===== src/rtl/conv_window_reader.sv =====
// Snapshots a 4x4 input tile and a 3x3 filter. Computes the four valid 3x3
// convolution windows with one multiplier and streams the sums over valid/ready.
module conv_window_reader #(
  parameter int DW = 8,
  parameter int AW = 20
) (
  input  logic               clk,
  input  logic               rst,
  input  logic               start,
  input  logic [16*DW-1:0]   input_bus,
  input  logic [9*DW-1:0]    filter_bus,
  output logic               busy,
  output logic [AW-1:0]      out_data,
  output logic [1:0]         out_idx,
  output logic               out_valid,
  input  logic               out_ready,
  output logic               done
);

  typedef enum logic [1:0] {
    ST_IDLE = 2'd0,
    ST_MAC  = 2'd1,
    ST_OUT  = 2'd2,
    ST_DONE = 2'd3
  } state_t;

  state_t          state_r;
  logic [DW-1:0]   in_snap_r   [16];
  logic [DW-1:0]   filt_snap_r [9];
  logic [AW-1:0]   acc_r;
  logic [3:0]      k_r;
  logic [1:0]      w_r;
  logic [AW-1:0]   out_data_r;
  logic [1:0]      out_idx_r;
  logic            out_valid_r;
  logic            done_r;
  logic            busy_r;

  logic [1:0]      tap_row_s;
  logic [1:0]      tap_col_s;
  logic [1:0]      pix_row_s;
  logic [1:0]      pix_col_s;
  logic [3:0]      pix_idx_s;
  logic [DW-1:0]   pix_s;
  logic [DW-1:0]   filt_s;
  logic [2*DW-1:0] prod_s;
  logic [AW-1:0]   sum_s;

  // Split tap index k into filter row k/3 and column k%3
  always_comb begin
    tap_row_s = 2'd0;
    tap_col_s = 2'd0;
    case (k_r)
      4'd0:    begin tap_row_s = 2'd0; tap_col_s = 2'd0; end
      4'd1:    begin tap_row_s = 2'd0; tap_col_s = 2'd1; end
      4'd2:    begin tap_row_s = 2'd0; tap_col_s = 2'd2; end
      4'd3:    begin tap_row_s = 2'd1; tap_col_s = 2'd0; end
      4'd4:    begin tap_row_s = 2'd1; tap_col_s = 2'd1; end
      4'd5:    begin tap_row_s = 2'd1; tap_col_s = 2'd2; end
      4'd6:    begin tap_row_s = 2'd2; tap_col_s = 2'd0; end
      4'd7:    begin tap_row_s = 2'd2; tap_col_s = 2'd1; end
      4'd8:    begin tap_row_s = 2'd2; tap_col_s = 2'd2; end
      default: begin tap_row_s = 2'd0; tap_col_s = 2'd0; end
    endcase
  end

  // Window index w is {wr, wc}; the offsets never exceed 3, so 2 bits suffice
  assign pix_row_s = tap_row_s + {1'b0, w_r[1]};
  assign pix_col_s = tap_col_s + {1'b0, w_r[0]};
  assign pix_idx_s = {pix_row_s, pix_col_s};
  assign pix_s     = in_snap_r[pix_idx_s];
  assign filt_s    = filt_snap_r[k_r];
  assign prod_s    = {{DW{1'b0}}, pix_s} * {{DW{1'b0}}, filt_s};
  assign sum_s     = acc_r + {{(AW-2*DW){1'b0}}, prod_s};

  // Control FSM, datapath registers and registered outputs
  always_ff @(posedge clk) begin
    if (!rst) begin
      state_r     <= ST_IDLE;
      acc_r       <= '0;
      k_r         <= 4'd0;
      w_r         <= 2'd0;
      out_data_r  <= '0;
      out_idx_r   <= 2'd0;
      out_valid_r <= 1'b0;
      done_r      <= 1'b0;
      busy_r      <= 1'b0;
      for (int i = 0; i < 16; i++) in_snap_r[i] <= '0;
      for (int i = 0; i < 9; i++) filt_snap_r[i] <= '0;
    end else begin
      case (state_r)
        ST_IDLE: begin
          if (start) begin
            for (int i = 0; i < 16; i++) in_snap_r[i] <= input_bus[i*DW +: DW];
            for (int i = 0; i < 9; i++) filt_snap_r[i] <= filter_bus[i*DW +: DW];
            acc_r   <= '0;
            k_r     <= 4'd0;
            w_r     <= 2'd0;
            busy_r  <= 1'b1;
            state_r <= ST_MAC;
          end else begin
            state_r <= ST_IDLE;
          end
        end
        ST_MAC: begin
          acc_r <= sum_s;
          if (k_r == 4'd8) begin
            out_data_r  <= sum_s;
            out_idx_r   <= w_r;
            out_valid_r <= 1'b1;
            state_r     <= ST_OUT;
          end else begin
            k_r <= k_r + 4'd1;
          end
        end
        ST_OUT: begin
          // Result is held untouched until the sink takes it
          if (out_valid_r && out_ready) begin
            out_valid_r <= 1'b0;
            if (w_r == 2'd3) begin
              done_r  <= 1'b1;
              state_r <= ST_DONE;
            end else begin
              w_r     <= w_r + 2'd1;
              acc_r   <= '0;
              k_r     <= 4'd0;
              state_r <= ST_MAC;
            end
          end else begin
            state_r <= ST_OUT;
          end
        end
        ST_DONE: begin
          done_r  <= 1'b0;
          busy_r  <= 1'b0;
          state_r <= ST_IDLE;
        end
        default: begin
          out_valid_r <= 1'b0;
          done_r      <= 1'b0;
          busy_r      <= 1'b0;
          state_r     <= ST_IDLE;
        end
      endcase
    end
  end

  assign busy      = busy_r;
  assign out_data  = out_data_r;
  assign out_idx   = out_idx_r;
  assign out_valid = out_valid_r;
  assign done      = done_r;

endmodule


===== config.mk =====
export PLATFORM = sky130hd
export DESIGN_NAME = conv_window_reader
export DESIGN_NICKNAME = d
export VERILOG_FILES = /design/src/rtl/conv_window_reader.sv
export SDC_FILE = /design/constraint.sdc
export NUM_CORES = 1
export LEC_CHECK = 0
export CORE_MARGIN = 10
export CORE_UTILIZATION = 37
export DETAILED_ROUTE_END_ITERATION = 10
export DONT_BUFFER_PORTS = 1
export SYNTH_ARGS = -nofsm -noshare
export SYNTH_HDL_FRONTEND = slang
export SYNTH_SLANG_ARGS = --single-unit

===== constraint.sdc =====
create_clock -name clk -period 49.7 [get_ports clk]
set_input_delay 12.425 -clock clk [delete_from_list [all_inputs] [get_ports clk]]
set_output_delay 12.425 -clock clk [all_outputs]
set_load 0.005 [all_outputs]

; Word level (Yosys, flattened, before mapping)
; Memories as Yosys holds them, arrays and structs flattened. A register that Yosys moved wholly into a read port is not among the register bits.
; Index checks and enable logic that the tools add are counted.
[totals]
reg_bits = 53
mem_bits_rw = 200
romBits = 64
output_inout_bits = 25
wordCells = 128
n_memories = 3
[memory_table]
columns = name, depth, width, read_ports, rd_ports_with_merged_regs, wr, line
row1 = in_snap_r, 16, 8, 1, 0, 16, 28  ; logic [DW-1:0] in_snap_r [16];
row2 = filt_snap_r, 9, 8, 1, 1, 9, 29  ; logic [DW-1:0] filt_snap_r [9];
row3 = (no name shown), 16, 4, 1, 1, 0, 53  ; case (k_r)
[op_classes]
n_addsub = 5
multipliers = 1
eq_ne = 11
mux = 60
n_bitwise = 25
n_reduce_logical = 14
[ops]
columns = operator, n
row1 = $mux W8, 25
row2 = $mux W20, 3
row3 = $pmux W20 S3, 1
row4 = $mux W4, 8
row5 = $or A1 B1 Y1, 25
row6 = $add A20 B16 Y20, 1
row7 = $mul A8 B8 Y16, 1
row8 = $mux W2, 6
row9 = $ne A2 B2 Y1 const B, 6
row10 = $pmux W4 S3, 1
row11 = $mux W1, 11
row12 = $pmux W2 S4, 1
row13 = $reduce_and A4 Y1, 2
row14 = $reduce_bool A2 Y1, 4
row15 = $eq A2 B2 Y1 const B, 3
row16 = $pmux W1 S2, 3
row17 = $reduce_and A3 Y1, 2
row18 = $reduce_and A5 Y1, 1
row19 = $add A2 B1 Y2, 2
row20 = $add A4 B1 Y4 const B, 1
row21 = $eq A4 B4 Y1 const B, 1
row22 = $pmux W2 S2, 1
row23 = $reduce_and A2 Y1, 2
row24 = $reduce_bool A3 Y1, 1
row25 = 4 further kinds, 4

; Depth between registers and ports, before layout
; Gate-level depths: netlist of run 1.
[logic_depth]
ltp_word = 6
mapped_depth = 22
mapped_depth_nobuf = 20

; Worst setup path before layout of run 1
; No wires, ideal clock.
[synth_path]
kind = input -> register
from = input port start
to = register, netlist name tap_col_s[0]
setup_time_ps = 70
arrival_time_ps = 27664
required_ps = 49630
setup_slack_ps = 21966
stages = 8
n_path_buf = 0
cell_sequence = nand2b_1 > o21ai_0 > a21o_1 > nor2_1 > inv_1 > ha_1 > or2_2 > a21oi_1
[synth_between]
elab_chain_len = 4
[synth_lines]
columns = element, line
row1 = "start, declared", 9  ; input logic start,
row2 = $ne A2 B2 Y1 (no line), --
row3 = $reduce_and A5 Y1 (no line), --
row4 = $mux W4 (no line) (2 in a row), --
; No other way between the ends.
; A chain may end at the register's enable or synchronous reset.

; Worst setup path in the final report of run 1
[layout_path]
from = input port out_ready
to = register, netlist name tap_col_s[0]
[layout_between]
elab_chain_len = 5
[layout_lines]
columns = element, line
row1 = "start, declared", 16  ; input logic out_ready,
row2 = $logic_and A1 B1 Y1, 118  ; if (out_valid_r && out_ready) begin
row3 = $ne A2 B2 Y1 (no line), --
row4 = $reduce_and A5 Y1 (no line), --
row5 = $mux W4 (no line) (2 in a row), --
; No other way between the ends.

==> impl_metrics.toml, run 1 <==
[sta]
finalSetupViolCount = 0
worst_slew_pin_slew_ns = 1.206
timing.final.max_slew_violations = 0
fin_clk_skew_ns = 0.01723
rsz0062_at_grt = "false"
layout_worst_path_cycle_share_pct = 29.36
slew_headroom_pct = 19.60
hold_violations = 0
fin_tns_setup_ns = 0
timing.fmax_mhz = 68.54
layout_min_cycle_time_ns = 14.59

[global_routing]
met1_usage_pct = 17.44
grt_first_pass_wirelength_mm = 51.00
grt_pass1_vias = 8645
layer_carrying_the_most_global_route_usage = "met2"
grt_util_met2_pct = 22.63
grt_max_degree = 197
globalRoute.totalOverflow = 0
grt_antenna_before_repair = 23
total_global_routing_track_utilization_pct = 13.92
grt_use_met3_pct = 4.607

[pwr]
leakagePower_uw = 0.006176
power_density_nw_per_um2 = 37.47
switchingPower_uw = 162.3
p_seq_share_pct = 44.4
p_comb_share_pct = 19.5
switching_fraction_pct = 27.78
clkPwrFrac_pct = 36.1
max-vdd-ir-drop_v = 0.00002975
power_report.internal_total_uw = 421.9

[status]
outcome = "completed"

[die]
die_area_um2 = 46360
floorplan.io_pins = 229
core_um2 = 37670
floorplan.die.width_um = 215.3
initial_core_util_pct = 37.47
die-height_um = 215.3
placementRows = 71

[yosys]
yosys.cell_types.count = 57
dominant_combinational_cell_family_by_area_after_synthesis = "simple AND/OR/NAND/NOR gates"
syn_nets = 1440
synth-edff-count = 200
synth_xor_area_share_pct = 0.9840
post_synth_mux_area_share_pct = 9.919
yosys_warnings = 0
netlist_instances = 1136
average_size_of_a_mapped_cell_um2 = 12.42
compound_gate_fraction_of_synth_area_pct = 5.797
synth_simple_gate_area_share_pct = 16.04
register_area_share_after_synthesis_pct = 51.20
post_synth_fa_ha_maj_area_fraction_pct = 11.52
dominantRegCellSynth = "sky130_fd_sc_hd__edfxtp_1"
ys_ff_latch = 261
async_reset_ff_share_pct = 0
mapped_area_um2 = 14110

[clocking]
cts.root.buffer_cell = "sky130_fd_sc_hd__clkbuf_16"
cts_made_buffers = 29
postCtsResizedCells = 0
cts.path.max_buffers = 3
clock_tree.htree_level_count = 1
path_clk_slew_ns = 0.06
tritoncts_num_sinks = 261
clock_latency_ns = 0.57
postCtsHoldBufs = 0
cts_tree = "yes"
postCtsSetupRepairBufs = 0

[place]
dpl.cell_count = 1599
place_congestion = 0.8817
hpwl_mm = 24.46
place.port_buffers = 0

[layout]
final_cell_mix = "sky130_fd_sc_hd__and2_1, sky130_fd_sc_hd__edfxtp_1, sky130_fd_sc_hd__inv_1"
area_growth_syn_to_fin_pct = 10.45
fraction_of_final_layout_cells_with_drive_strength_greater_than_1_pct = 9.720
fillCellCount = 3566
area_occupied_by_multi_input_gates_um2 = 6285
most_frequent_standard_cell_in_the_layout_excluding_fill_and_tap_cells = "sky130_fd_sc_hd__and2_1"
total_number_of_nets_in_the_final_design = 1423
layout.cells.non_filler = 1665
ff_latch_area_um2 = 7227

[worst_setup_path]
startpoint_type = "input port"
setup.worst_path.end_class = "flip-flop"
crit_type = "in2reg"
cp.required_ns = 50.20
r2r_start = "w_r[0]"
crit_path_max_fanout = 14
critical_path_arrival_ns = 15.10
critical_path_launch_point = "out_ready"

[routing]
vias_per_cell = 4.950
detailroute.via_count = 8241
drt-total-wl_mm = 32.91
first_iter_violations = 480
routedWlPerCell_um = 19.76
drt_pass1_iterations = 4
post-route-drc-count = 0
postRouteAntennaNets = 0

[hold_path]
timing.hold.worst.class = "reg2reg"
source_of_the_worst_hold_timing_path = "acc_r[17]"

[run]
drv_cap = 0
==> state kept, by name, indices dropped and copies added, names as in the netlist, 2 cells and up, named ones only <==
register     cells
in_snap_r      128
tap_col_s        2
w_r              2
out_idx          2
state_r          2
filt_snap_r     72
tap_row_s        2
out_data        20
acc_r           20
k_r              4
==> worst paths after layout <==
kind	to	cells after the start	slack, ns
worst max-delay path	tap_col_s[0]	9	35.11
worst min-delay path	acc_r[17]	2	0.46
worst max register to register	acc_r[14]	19	42.59
worst min register to register	acc_r[17]	2	0.46
==> per-stage QoR <==
stage               hold WS (ns)  util, %  setup slack [ns]  instance area [µm²]  power (µW)
global placement          0.4498    38.84             34.68                14630       376.5
floorplan                 0.4315        -             21.97                14110       354.7
CTS                       0.4732    41.31             35.14                15560       591.6
global route              0.5109    41.36             34.88                15580       616.0
finish                    0.4645    41.39             35.11                15590       584.2
detailed placement        0.4587    38.84             34.55                14630       379.3
==> logic make-up after synthesis <==
| kind of cell | Yosys count |
|---|---|
| flip-flops | 261 |
| AND/OR/NAND/NOR | 400 |
| adder cells (fa/ha/maj) | 100 |
| buffers and inverters | 166 |
| multiplexers | 69 |
| XOR/XNOR | 15 |
| AO/OA/AOI/OAI | 125 |
==> synthesized netlist by cell type (8+ instances only) <==
library cell / n / share of area (%)
sky130_fd_sc_hd__a21oi_1: 24 / 0.85
sky130_fd_sc_hd__clkbuf_1: 47 / 1.2
sky130_fd_sc_hd__inv_1: 112 / 3.0
sky130_fd_sc_hd__edfxtp_1: 200 / 43
sky130_fd_sc_hd__nor2b_1: 37 / 1.6
sky130_fd_sc_hd__mux2i_1: 12 / 0.85
sky130_fd_sc_hd__nor2_1: 16 / 0.43
sky130_fd_sc_hd__dfxtp_1: 61 / 8.7
sky130_fd_sc_hd__nand2_1: 79 / 2.1
sky130_fd_sc_hd__and2_1: 219 / 9.7
sky130_fd_sc_hd__ha_1: 50 / 4.4
sky130_fd_sc_hd__a21o_1: 8 / 0.43
sky130_fd_sc_hd__mux4_2: 54 / 8.6
sky130_fd_sc_hd__nand3_1: 17 / 0.60
sky130_fd_sc_hd__a22oi_1: 11 / 0.59
sky130_fd_sc_hd__a21boi_0: 14 / 0.74
sky130_fd_sc_hd__nand2b_1: 11 / 0.49
sky130_fd_sc_hd__xnor2_1: 9 / 0.56
sky130_fd_sc_hd__fa_1: 50 / 7.1
sky130_fd_sc_hd__o21ai_0: 30 / 1.1
==> metal layers <==
metal / vias to the layer above / part of all wire (%)
met3: 60 / 7.3
met5: - / 0.38
met4: 22 / 2.0
met1: 4020 / 42
met2: 215 / 49
li1: 3924 / -
==> final cells by class <==
class	count	area share [%]
multi-input combinational	709	40.31
clock inverter	21	1.220
timing repair buffer	6	0.3692
clock buffer	33	4.751
sequential	261	46.36
inverter	112	2.697
antenna	12	0.1926
tap	511	4.101
==> worst max-delay path: stages <==
cell	delay, ns
sky130_fd_sc_hd__and4bb_2	0.24
sky130_fd_sc_hd__a21oi_1	0.95
sky130_fd_sc_hd__or2_2	0.28
sky130_fd_sc_hd__a32oi_1	0.11
sky130_fd_sc_hd__nor2b_1	0.28
sky130_fd_sc_hd__inv_1	0.12
sky130_fd_sc_hd__ha_1	0.28
sky130_fd_sc_hd__or2_2	0.29
sky130_fd_sc_hd__a21oi_1	0.12
==> power by group through the flow <==
stage | clock, µW | sequential (µW) | combinational (µW)
6_report | 211 | 259 | 114
5_1_grt | 226 | 261 | 129
4_1_cts | 216 | 260 | 116
3_5_place_dp | 0 | 264 | 115
3_3_place_gp | 0 | 263 | 113
2_1_floorplan | 0 | 267 | 87.5
Note: power is estimated with default switching activity, not from simulation.
==> run 2: changes to the inputs <==
==> constraint.sdc (replaced) <==
create_clock -name clk -period 13.1 [get_ports clk]
set_input_delay 3.275 -clock clk [delete_from_list [all_inputs] [get_ports clk]]
set_output_delay 3.275 -clock clk [all_outputs]
set_load 0.005 [all_outputs]
==> run 2 against run 1 <==
Critical path type is now reg2reg. Clock skew rose by 0.027 ns. Global-route usage rose by 0.55 points. Die area did not move. Via count fell by 0.84%. Utilization fell by 0.090 points. Setup slack got worse by 29 ns. Cell count fell by 0.60%. Sequential power rose to 3.8 times the previous value. Largest power group unchanged. Largest cell class unchanged.
==> impl_metrics.toml, run 2 (synthesis results as in run 1) <==
[clocking]
tritoncts_num_sinks = 261
postCtsSetupRepairBufs = 0
postCtsHoldBufs = 0
cts_tree = "yes"
cts.root.buffer_cell = "sky130_fd_sc_hd__clkbuf_16"
clock_tree.htree_level_count = 1
cts.path.max_buffers = 3
cts_made_buffers = 27
clock_latency_ns = 0.57
postCtsResizedCells = 0
path_clk_slew_ns = 0.07

[die]
floorplan.die.width_um = 215.3
initial_core_util_pct = 37.47
die-height_um = 215.3
placementRows = 71
floorplan.io_pins = 229
core_um2 = 37670
die_area_um2 = 46360

[worst_setup_path]
cpMostUsedCell = "sky130_fd_sc_hd__fa_1"
critical_path_arrival_ns = 7.20
timing.critical_path.buf_inv = 3
slowest_delay_ns = 0.61
crit_path_max_fanout = 28
critical-path-top-delay-family = "adder cells"
startpoint_type = "flip-flop"
crit_type = "reg2reg"
cp.required_ns = 13.56
path_cells = "ha_1, xnor2_4, buf_4, mux4_1, mux4_2, and2_1, fa_1, fa_1, fa_1, inv_1, fa_1, inv_1, ha_1, a21oi_1, nand2_1, o21bai_1, a21oi_1, or3_1, a32o_1"
setup.worst_path.end_class = "flip-flop"
crit_path_top_delay_cell = "sky130_fd_sc_hd__mux4_1"

[hold_path]
timing.hold.worst.class = "reg2reg"

[layout]
layout_top_registers = "in_snap_r x128, filt_snap_r x72"
most_frequent_standard_cell_in_the_layout_excluding_fill_and_tap_cells = "sky130_fd_sc_hd__and2_1"
final_cell_mix = "sky130_fd_sc_hd__and2_1, sky130_fd_sc_hd__edfxtp_1, sky130_fd_sc_hd__inv_1"
max_ffs_per_register = 128
area_growth_syn_to_fin_pct = 10.21
total_number_of_nets_in_the_final_design = 1425
fraction_of_final_layout_cells_with_drive_strength_greater_than_1_pct = 10.33
largest-register = "in_snap_r"

[sta]
hold_violations = 0
layout_min_cycle_time_ns = 6.736
finalSetupViolCount = 0
timing.final.max_slew_violations = 0
slew_headroom_pct = 36.24
fin_clk_skew_ns = 0.04470
rsz0062_at_grt = "false"
timing.fmax_mhz = 148.5
layout_worst_path_cycle_share_pct = 51.42
worst_slew_pin_slew_ns = 0.9564
fin_tns_setup_ns = 0

[place]
place.port_buffers = 0
place_congestion = 0.8600
hpwl_mm = 26.17

[routing]
first_iter_violations = 592
vias_per_cell = 4.938
drt-total-wl_mm = 34.23
post-route-drc-count = 0
postRouteAntennaNets = 0
routedWlPerCell_um = 20.68
detailroute.via_count = 8172
drt_pass1_iterations = 5

[pwr]
max-vdd-ir-drop_v = 0.00008894
finalPower_uw = 2207
leakagePower_uw = 0.006166
power_density_nw_per_um2 = 141.9

[status]
outcome = "completed"

[global_routing]
globalRoute.totalOverflow = 0
grt_pass1_vias = 8730
grt_max_degree = 127
grt_first_pass_wirelength_mm = 52.78
total_global_routing_track_utilization_pct = 14.47
grt_antenna_before_repair = 3

[run]
drv_cap = 0
[run 2: changes by cell type in the layout (fill, tap and decap cells not counted)]
cell | previous run | this run
sky130_fd_sc_hd__diode_2 | 12 | 2
sky130_fd_sc_hd__buf_4 | 5 | 10
sky130_fd_sc_hd__clkinv_1 | 10 | 5
sky130_fd_sc_hd__clkbuf_1 | 4 | 2
sky130_fd_sc_hd__clkbuf_16 | 29 | 27
sky130_fd_sc_hd__clkinv_4 | 0 | 2
sky130_fd_sc_hd__clkinvlp_2 | 0 | 2
sky130_fd_sc_hd__clkinvlp_4 | 0 | 2
sky130_fd_sc_hd__buf_12 | 1 | 0
sky130_fd_sc_hd__bufinv_16 | 3 | 4
sky130_fd_sc_hd__clkinv_2 | 5 | 4
sky130_fd_sc_hd__inv_16 | 1 | 0
sky130_fd_sc_hd__inv_6 | 2 | 1
sky130_fd_sc_hd__inv_8 | 0 | 1
[run 2: power by group]
group	switching [µW]	internal (µW)	total, µW
Combinational	260	174	433
Sequential	25.1	961	987
Clock	329	458	787
[run 2: area by class of cell]
| type | count | area, µm² |
|---|---|---|
| sequential | 261 | 7227 |
| fill | 3581 | 22110 |
| multi-input combinational | 709 | 6285 |
| timing repair buffer | 10 | 75.07 |
| antenna | 2 | 5.005 |
| clock inverter | 21 | 221.5 |
| tap | 511 | 639.4 |
| inverter | 112 | 420.4 |
| clock buffer | 29 | 683.2 |
[run 2: path summary, 6_finish.rpt]
path,startpoint,to,slack [ns],cells past startpoint
setup / recovery,w_r[0],acc_r[14],6.36,19
hold / removal,out_data[0],out_data[0],0.49,2
setup reg to reg,w_r[0],acc_r[14],6.36,19
hold reg to reg,out_data[0],out_data[0],0.49,2
[run 2: metal layers]
metal	up-vias	global-route usage (%)	routed length (µm)
li1	3908	-	-
met1	3958	19.49	15270
met2	264	22.91	15850
met3	40	3.567	2367
met4	2	3.685	727
met5	-	0	13
[run 2: tightest hold or removal path: stages, from the launching register on]
cell and delay (ns):
sky130_fd_sc_hd__dfxtp_1 0.33, sky130_fd_sc_hd__nand2_1 0.05, sky130_fd_sc_hd__a21boi_0 0.06
[run 2: through the flow]
step | setup WS, ns | utilization [%] | cell area [µm²] | hold slack (ns) | std cells
after floorplan | 3.527 | - | 14120 | 0.4315 | 1136
after global placement | 6.431 | 38.89 | 14650 | 0.4548 | 1603
after detailed placement | 6.337 | 38.89 | 14650 | 0.4711 | 1603
after CTS | 6.321 | 41.29 | 15550 | 0.4931 | 1653
after global routing | 5.898 | 41.29 | 15550 | 0.5056 | 1654
final | 6.364 | 41.30 | 15560 | 0.4889 | 1655
